File: src/rtl/instr_encoder_if.sv
// Request and instruction-memory write bundle for instr_encoder.
// The source drives the request side; the encoder drives the write side.
interface instr_encoder_if #(
  parameter int MEM_DEPTH = 64,
  localparam int ADDR_WIDTH = $clog2(MEM_DEPTH)
);
  logic                     in_valid;
  logic                     in_ready;
  logic [1:0]               in_op;
  logic [1:0]               in_funct;
  logic [4:0]               in_rd;
  logic [4:0]               in_rs1;
  logic [4:0]               in_rs2;
  logic signed [63:0]       in_offset;
  logic                     in_last;
  logic                     mem_we;
  logic [ADDR_WIDTH-1:0]    mem_addr;
  logic [31:0]              mem_wdata;

  modport master (
    output in_valid, in_op, in_funct,
    output in_rd, in_rs1, in_rs2,
    output in_offset, in_last,
    input  in_ready,
    input  mem_we, mem_addr, mem_wdata
  );

  modport slave (
    input  in_valid, in_op, in_funct,
    input  in_rd, in_rs1, in_rs2,
    input  in_offset, in_last,
    output in_ready,
    output mem_we, mem_addr, mem_wdata
  );
endinterface

File: src/rtl/instr_encoder.sv
// Program loader: encodes LD/SD/R/BEQ fields into RV64 words
// and writes them sequentially into instruction memory.
module instr_encoder #(
  parameter int MEM_DEPTH = 64,
  localparam int ADDR_WIDTH = $clog2(MEM_DEPTH)
) (
  input  logic                clk,
  input  logic                rst,
  instr_encoder_if.slave      bus,
  output logic [ADDR_WIDTH:0] count,
  output logic                done,
  output logic                full,
  output logic                range_err
);

  localparam logic [1:0] OP_LD = 2'd0;
  localparam logic [1:0] OP_SD = 2'd1;
  localparam logic [1:0] OP_R  = 2'd2;
  localparam logic [1:0] OP_BQ = 2'd3;

  localparam logic [6:0] OPC_LOAD  = 7'b0000011;
  localparam logic [6:0] OPC_STORE = 7'b0100011;
  localparam logic [6:0] OPC_ALU   = 7'b0110011;
  localparam logic [6:0] OPC_BR    = 7'b1100011;

  localparam int CW = ADDR_WIDTH + 1;
  localparam logic [CW-1:0] DEPTH_C = CW'(MEM_DEPTH);

  typedef enum logic [1:0] {
    S_RUN,
    S_DONE,
    S_FULL,
    S_ERROR
  } state_e;

  state_e                state_q, state_d;
  logic                  we_q, we_d;
  logic [ADDR_WIDTH-1:0] addr_q, addr_d;
  logic [31:0]           wdata_q, wdata_d;
  logic [CW-1:0]         count_q, count_d;
  logic                  done_q, done_d;
  logic                  full_q, full_d;
  logic                  err_q, err_d;

  logic [31:0] enc;
  logic        uses_imm;
  logic        in_range;
  logic [6:0]  f7;
  logic [2:0]  f3;
  logic [11:0] off;
  logic        xfer;

  assign off = bus.in_offset[11:0];

  assign in_range = (bus.in_offset >= -64'sd2048) &&
                    (bus.in_offset <= 64'sd2047);

  assign bus.in_ready = (state_q == S_RUN) && !rst;
  assign xfer = bus.in_valid && bus.in_ready;

  // Field encoder: build the instruction word from the request.
  always_comb begin
    enc      = '0;
    uses_imm = 1'b1;
    f7       = 7'b0000000;
    f3       = 3'b000;
    unique case (bus.in_funct)
      2'd0: begin f7 = 7'b0000000; f3 = 3'b000; end
      2'd1: begin f7 = 7'b0100000; f3 = 3'b000; end
      2'd2: begin f7 = 7'b0000000; f3 = 3'b111; end
      2'd3: begin f7 = 7'b0000000; f3 = 3'b110; end
    endcase
    unique case (bus.in_op)
      OP_LD: enc = {off, bus.in_rs1, 3'b011,
                    bus.in_rd, OPC_LOAD};
      OP_SD: enc = {off[11:5], bus.in_rs2, bus.in_rs1,
                    3'b011, off[4:0], OPC_STORE};
      OP_R: begin
        uses_imm = 1'b0;
        enc = {f7, bus.in_rs2, bus.in_rs1, f3,
               bus.in_rd, OPC_ALU};
      end
      OP_BQ: enc = {off[11], off[9:4], bus.in_rs2,
                    bus.in_rs1, 3'b000, off[3:0],
                    off[10], OPC_BR};
    endcase
  end

  // Next-state and write-port logic; only RUN accepts requests.
  always_comb begin
    state_d = state_q;
    we_d    = 1'b0;
    addr_d  = addr_q;
    wdata_d = wdata_q;
    count_d = count_q;
    done_d  = done_q;
    full_d  = full_q;
    err_d   = err_q;
    unique case (state_q)
      S_RUN: begin
        if (xfer) begin
          if (uses_imm && !in_range) begin
            err_d   = 1'b1;
            state_d = S_ERROR;
          end else begin
            we_d    = 1'b1;
            addr_d  = count_q[ADDR_WIDTH-1:0];
            wdata_d = enc;
            count_d = count_q + 1'b1;
            if (count_d == DEPTH_C) begin
              full_d = 1'b1;
            end
            if (bus.in_last) begin
              done_d  = 1'b1;
              state_d = S_DONE;
            end else if (count_d == DEPTH_C) begin
              state_d = S_FULL;
            end
          end
        end
      end
      S_DONE, S_FULL, S_ERROR: state_d = state_q;
    endcase
  end

  // State and output registers with synchronous reset.
  always_ff @(posedge clk) begin
    if (rst) begin
      state_q <= S_RUN;
      we_q    <= 1'b0;
      addr_q  <= '0;
      wdata_q <= '0;
      count_q <= '0;
      done_q  <= 1'b0;
      full_q  <= 1'b0;
      err_q   <= 1'b0;
    end else begin
      state_q <= state_d;
      we_q    <= we_d;
      addr_q  <= addr_d;
      wdata_q <= wdata_d;
      count_q <= count_d;
      done_q  <= done_d;
      full_q  <= full_d;
      err_q   <= err_d;
    end
  end

  assign bus.mem_we    = we_q;
  assign bus.mem_addr  = addr_q;
  assign bus.mem_wdata = wdata_q;
  assign count         = count_q;
  assign done          = done_q;
  assign full          = full_q;
  assign range_err     = err_q;

endmodule

File: src/flat_wrapper.sv
// flat-port wrapper written by rule: the top's interface ports become plain ports
module instr_encoder_flat 
#(
  parameter int MEM_DEPTH = 64,
  localparam int ADDR_WIDTH = $clog2(MEM_DEPTH)
)
  (clk, rst, count, done, full, range_err, bus_in_valid, bus_in_op, bus_in_funct, bus_in_rd, bus_in_rs1, bus_in_rs2, bus_in_offset, bus_in_last, bus_in_ready, bus_mem_we, bus_mem_addr, bus_mem_wdata);
  instr_encoder_if #(.MEM_DEPTH(MEM_DEPTH)) bus_i ();
  input  logic clk;
  input  logic rst;
  output logic [ADDR_WIDTH:0] count;
  output logic done;
  output logic full;
  output logic range_err;
  input wire logic [$bits(bus_i.in_valid)-1:0] bus_in_valid;
  input wire logic [$bits(bus_i.in_op)-1:0] bus_in_op;
  input wire logic [$bits(bus_i.in_funct)-1:0] bus_in_funct;
  input wire logic [$bits(bus_i.in_rd)-1:0] bus_in_rd;
  input wire logic [$bits(bus_i.in_rs1)-1:0] bus_in_rs1;
  input wire logic [$bits(bus_i.in_rs2)-1:0] bus_in_rs2;
  input wire logic [$bits(bus_i.in_offset)-1:0] bus_in_offset;
  input wire logic [$bits(bus_i.in_last)-1:0] bus_in_last;
  output wire logic [$bits(bus_i.in_ready)-1:0] bus_in_ready;
  output wire logic [$bits(bus_i.mem_we)-1:0] bus_mem_we;
  output wire logic [$bits(bus_i.mem_addr)-1:0] bus_mem_addr;
  output wire logic [$bits(bus_i.mem_wdata)-1:0] bus_mem_wdata;
  assign bus_i.in_valid = bus_in_valid;
  assign bus_i.in_op = bus_in_op;
  assign bus_i.in_funct = bus_in_funct;
  assign bus_i.in_rd = bus_in_rd;
  assign bus_i.in_rs1 = bus_in_rs1;
  assign bus_i.in_rs2 = bus_in_rs2;
  assign bus_i.in_offset = bus_in_offset;
  assign bus_i.in_last = bus_in_last;
  assign bus_in_ready = bus_i.in_ready;
  assign bus_mem_we = bus_i.mem_we;
  assign bus_mem_addr = bus_i.mem_addr;
  assign bus_mem_wdata = bus_i.mem_wdata;
  instr_encoder #(.MEM_DEPTH(MEM_DEPTH)) u_core (.clk(clk), .rst(rst), .bus(bus_i), .count(count), .done(done), .full(full), .range_err(range_err));
endmodule
File: config.mk
export PLATFORM = sky130hd
export DESIGN_NAME = instr_encoder_flat
export DESIGN_NICKNAME = d
export VERILOG_FILES = /design/src/rtl/instr_encoder_if.sv /design/src/rtl/instr_encoder.sv /design/src/flat_wrapper.sv
export SDC_FILE = /design/constraint.sdc
export NUM_CORES = 1
export LEC_CHECK = 0
export ABC_AREA = 1
export BUFFER_PORTS_ARGS = -buffer_cell sky130_fd_sc_hd__buf_4
export CORE_MARGIN = 4
export CORE_UTILIZATION = 30
export CTS_CLUSTER_SIZE = 14
export DETAILED_ROUTE_END_ITERATION = 10
export PLACE_DENSITY = 0.57
export SLEW_MARGIN = 20
export SYNTH_ARGS = -nofsm -noshare
export SYNTH_HDL_FRONTEND = slang
export SYNTH_SLANG_ARGS = --single-unit
File: constraint.sdc
create_clock -name clk -period 1.95 [get_ports clk]
set_input_delay 0.39 -clock clk [delete_from_list [all_inputs] [get_ports clk]]
set_output_delay 0.39 -clock clk [all_outputs]
set_load 0.02 [all_outputs]
==> run metrics, run 1 <==
first-pass GRT wire length=12590 um; DR iter-0 viols=119; Syn Std Cell Area=0.002555 mm2; Yosys cell types=29; initial antenna violation count=0; Die Y=100.3 um; total of fill cells in the finished design=916; status=completed; crit path max fanout=5; share of layout cells above drive strength 1=29.30%; routed vias=2907; worst reg-to-reg setup slack=340 ps; H-tree depth=2; Avg Cell Area, Syn=6.436 um2; Crit. End Element=register; register area=960.9 um2; number of synthesis warnings=0; core region area=0.008258 mm2; root buf cell=clkbuf_8; Vias/cell=4.585; P_leak=1.763 nW; Clock Pin Slew Worst Setup and Hold Paths=90 ps; RSZ-0062 raised after global routing=no; clock latency on the worst-skew pair=290 ps; Primary FF master, synth=dfxtp_1; Total GRT Usage=15.35%; max_cap viols=0; Pre-Repair DR Iteration Count=4; most frequent cells in the layout=buf_4, nor2_1, nand2_1; grt ovf=0; Detailed Place HPWL=6390 um; Min-Delay Path Class=input port to register; Setup Skew=6.768 ps; critical path class=register to register; die area=0.01006 mm2; Multi-input gate area=0.001331 mm2; # rows=33; crit path launch type=register; TNS Setup=0 ps; antenna violation net count after detailed routing=0; EDFF count, synth=0; register area share after synthesis=37.61%; Layout area overhead=45.79%; Final #Nets=616; CTS tree=done; Syn Inst Count=397; cts repair resizes=0; commonest non-fill, non-tap cell in the layout=buf_4; GPL Wtd Cong=0.8049; DRC=0; Tmin final=1606 ps; final period utilization=82.37%; initial core utilization=30.94%; worst vdd ir=0.2485 mV; Max Slew Vio Count=0; Pwr Density=564.9 mW/mm2; clk sinks=48; largest net degree at the start of global routing=32; crit path DAT=1850 ps; postcts setup bufs=0; Die Wd=100.3 um; fin util=45.11%; ANT cells=0; CTS Buf Count=5; fmax=0.6226 GHz; CTS Buffer Depth=2; # setup viols final=0; Yosys reg bits=48; routed len/inst=12.50 um; CTS Hold Bufs=0; I/O Buffers=134; Routed WL=7922 um; async set-reset flop share out of synthesis=0%; vias in the first global route=2783; IO Pins=137; Worst EP required=2200 ps; Hold Fails Final Rpt=0
==> metrics by stage <==
stage	worst slack (ps)	power [mW]	std cells	hold slack (ps)	area [um2]
detailed placement	69.30	1.513	626	449.3	3631
floorplan	202.7	1.272	398	442.9	2559
global route	132.2	2.231	634	366.2	3725
CTS	338.9	2.138	634	337.0	3725
finish	343.7	2.104	634	345.7	3725
global placement	86.39	1.507	626	440.7	3631
==> sequential cells by signal, summed over array words and instances, names as in the netlist <==
signal	flops
u_core.bus.mem_addr	6
u_core.bus.mem_wdata	29
u_core.bus.mem_we	1
u_core.count	7
u_core.done	1
u_core.full	1
u_core.range_err	1
u_core.state_q	2
==> synth_stat cells, types with 2 or more instances <==
master | n | area share [%]
nand3b_1 | 2 | 0.59
inv_1 | 33 | 4.8
clkbuf_1 | 7 | 1.0
o21ai_0 | 32 | 6.3
nand2_1 | 84 | 12
nand4_1 | 12 | 2.9
buf_2 | 3 | 0.59
o2111ai_1 | 3 | 1.0
nor2_2 | 2 | 0.49
o221ai_1 | 6 | 2.1
nand3_1 | 17 | 3.3
a21oi_1 | 17 | 3.3
buf_6 | 5 | 2.2
xor2_1 | 2 | 0.69
nor2_1 | 108 | 16
buf_4 | 4 | 1.2
dfxtp_1 | 48 | 38
==> cells by family after synthesis <==
| kind of cell | Yosys count | synth area share [%] |
|---|---|---|
| simple gates | 228 | 36.58 |
| compound gates | 61 | 13.71 |
| buf+inv | 55 | 10.43 |
| flops | 48 | 37.61 |
| xor+xnor | 3 | 1.029 |
| fa+ha+maj | 1 | 0.4896 |
| other cells | 1 | 0.1468 |
==> critical path: stages (launching register included) <==
cell	delay [ps]
dfxtp_1	420
ha_1	210
nand2_1	90
nor2_1	140
nand2_1	70
nand2_1	110
nand3_1	80
nor2_1	150
nand3_1	100
nand4_1	100
nand2_1	50
inv_1	40
==> routing by layer <==
layer | global-route usage [%] | up-vias | wire (um)
li1 | - | 1534 | -
met1 | 17.86 | 1242 | 3315
met2 | 26.81 | 123 | 3691
met3 | 4.587 | 8 | 786
met4 | 5.078 | 0 | 129
met5 | 0 | - | 0
==> worst paths after layout <==
check / to / start / cells after the start
max: u_core.state_q[1]$_SDFFE_PP0P_ / u_core.count[0]$_SDFFE_PP0P_ / 11
min: u_core.bus.mem_wdata[19]$_SDFFE_PP0P_ / bus_in_rs1[4] / 3
max reg2reg: u_core.state_q[1]$_SDFFE_PP0P_ / u_core.count[0]$_SDFFE_PP0P_ / 11
min reg2reg: u_core.full$_SDFFE_PP0P_ / u_core.full$_SDFFE_PP0P_ / 2
==> report_power, final <==
part           internal [mW]  switching, mW
clock                  0.289          0.328
combinational          0.223          0.231
sequential              1.01         0.0209
==> final cells by class <==
type | count | area share (%)
Multi-Input combinational cell | 295 | 35.74
Timing Repair Buffer | 143 | 28.82
Sequential cell | 48 | 25.80
Inverter | 35 | 3.594
Tap cell | 105 | 3.527
Clock buffer | 7 | 2.318
Clock inverter | 1 | 0.2015
Note: power is estimated with default switching activity, not from simulation.
==> inputs of run 2 (changes only) <==
Clock period 1.95 ns to 1.64 ns, I/O delays scaled along.
==> run 2 against run 1 <==
Against the previous run: critical path depth decreased by 2; final area grew 4.0%; via count rose by 2.2%; final cell count grew 1.6%; non-clock buffer count grew 10; first-iteration DRC count is 7.6% lower; power increased by 26%; maximum frequency rose by 10%; die area stayed put; register-to-register slack worse by 160 ps; largest cell class unchanged.
==> run metrics, run 2 (synthesis results as in run 1) <==
root buf cell=clkbuf_8; ANT cells=0; most frequent cells in the layout=buf_4, nor2_1, nand2_1; routed vias=2972; Psw=0.7099 mW; Detailed Place HPWL=6465 um; IO Pins=137; Crit. End Element=register; max reg flops=29; Total GRT Usage=15.58%; max_cap viols=0; worst vdd ir=0.3481 mV; Sw Share=26.79%; Worst EP required=1890 ps; commonest non-fill, non-tap cell in the layout=buf_4; CTS Hold Bufs=0; grt ovf=0; crit path DAT=1710 ps; Pre-Repair DR Iteration Count=5; Setup Skew=6.257 ps; first-pass GRT wire length=12790 um; final hold slack=277.5 ps; fmax=0.6846 GHz; vias in the first global route=2872; P_leak=1.847 nW; Routed WL=7882 um; crit path max fanout=3; DRC=0; FF-to-FF End=u_core.state_q[1]$_SDFFE_PP0P_; H-tree depth=2; initial antenna violation count=0; # setup viols final=0; CP endpoint=u_core.state_q[1]$_SDFFE_PP0P_; postcts setup bufs=0; largest net degree at the start of global routing=26; Layout area overhead=51.67%; GPL Wtd Cong=0.8315; routed len/inst=12.24 um; share of layout cells above drive strength 1=31.17%; Max Slew Vio Count=0; Worst R2R Start=u_core.count[0]$_SDFFE_PP0P_; final period utilization=89.07%; Vias/cell=4.615; critical path class=register to register; Hold Fails Final Rpt=0; initial core utilization=30.94%; DR iter-0 viols=110; Clock Pin Slew Worst Setup and Hold Paths=90 ps; Final #Nets=626; CTS Buffer Depth=2; Placed Area=0.003761 mm2; clock power share=32.4%; I/O Buffers=134; Pwr Density=683.8 mW/mm2; CTS Buf Count=5; fin area=0.003875 mm2; fin util=46.92%; antenna violation net count after detailed routing=0; Seq pwr share=46.3%; crit path from=u_core.count[0]$_SDFFE_PP0P_; RSZ-0062 raised after global routing=no; die area=0.01006 mm2; Tmin final=1461 ps; Gate power share=21.3%; Die Y=100.3 um; core region area=0.008258 mm2; status=completed; # rows=33; clk sinks=48; Reg2Reg Depth=9; Min-Delay Path Class=input port to register; cts repair resizes=0; Internal=1.940 mW; worst reg-to-reg setup slack=180 ps; CTS tree=done; crit path launch type=register; clock latency on the worst-skew pair=300 ps; Die Wd=100.3 um
-- run 2: per-stage QoR --
stage,power (mW),worst slack (ps),std cells,setup TNS (ps)
3_3_place_gp,1.817,-158.2,636,-4443
5_1_grt,2.809,10.65,644,0
2_1_floorplan,1.514,108.5,398,0
3_5_place_dp,1.824,-145.0,636,-3233
6_report,2.650,179.3,644,0
4_1_cts,2.698,135.4,644,0
-- run 2: per-layer routing --
layer / GRT usage [%] / vias up / part of all wire, %
li1: - / 1551 / -
met1: 18.72 / 1292 / 42
met2: 26.86 / 119 / 47
met3: 4.448 / 10 / 9.5
met4: 4.767 / 0 / 1.5
met5: 0 / - / 0
-- run 2: worst min path at each step --
stage | endpoint | startpoint | slack (ps) | cells past startpoint
after floorplan | u_core.state_q[0]$_SDFFE_PP0P_ | u_core.state_q[0]$_SDFFE_PP0P_ | 460 | 2
after global placement | u_core.range_err$_SDFFE_PP0P_ | u_core.range_err$_SDFFE_PP0P_ | 440 | 2
after detailed placement | u_core.full$_SDFFE_PP0P_ | u_core.full$_SDFFE_PP0P_ | 440 | 2
after CTS | u_core.bus.mem_wdata[18]$_SDFFE_PP0P_ | bus_in_rs1[3] | 270 | 3
after global routing | u_core.bus.mem_wdata[15]$_SDFFE_PP0P_ | bus_in_rs1[0] | 300 | 3
final | u_core.bus.mem_wdata[18]$_SDFFE_PP0P_ | bus_in_rs1[3] | 280 | 3
-- run 2: layout make-up --
type	instances	area, um2
clock buffer	5	68.82
inverter	35	133.9
multi-input combinational	295	1339
sequential	48	960.9
clock inverter	3	42.54
fill	857	4383
tap	105	131.4
timing repair buffer	153	1199
-- run 2: power groups by stage --
stage / sequential, mW / combinational, mW / clock [mW]
2_1_floorplan: 1.29 / 0.222 / 0
3_3_place_gp: 1.25 / 0.564 / 0
3_5_place_dp: 1.25 / 0.569 / 0
4_1_cts: 1.23 / 0.571 / 0.900
5_1_grt: 1.23 / 0.629 / 0.947
6_report: 1.23 / 0.565 / 0.858
-- run 2: worst max-delay path: stages, from the launching register on --
cell and delay (ps):
dfxtp_1 340, ha_1 190, nand2_1 90, nor2_1 140, nand3_1 100, xnor2_1 250
nand3_1 120, nand4_1 100, nand2_1 50, inv_1 40
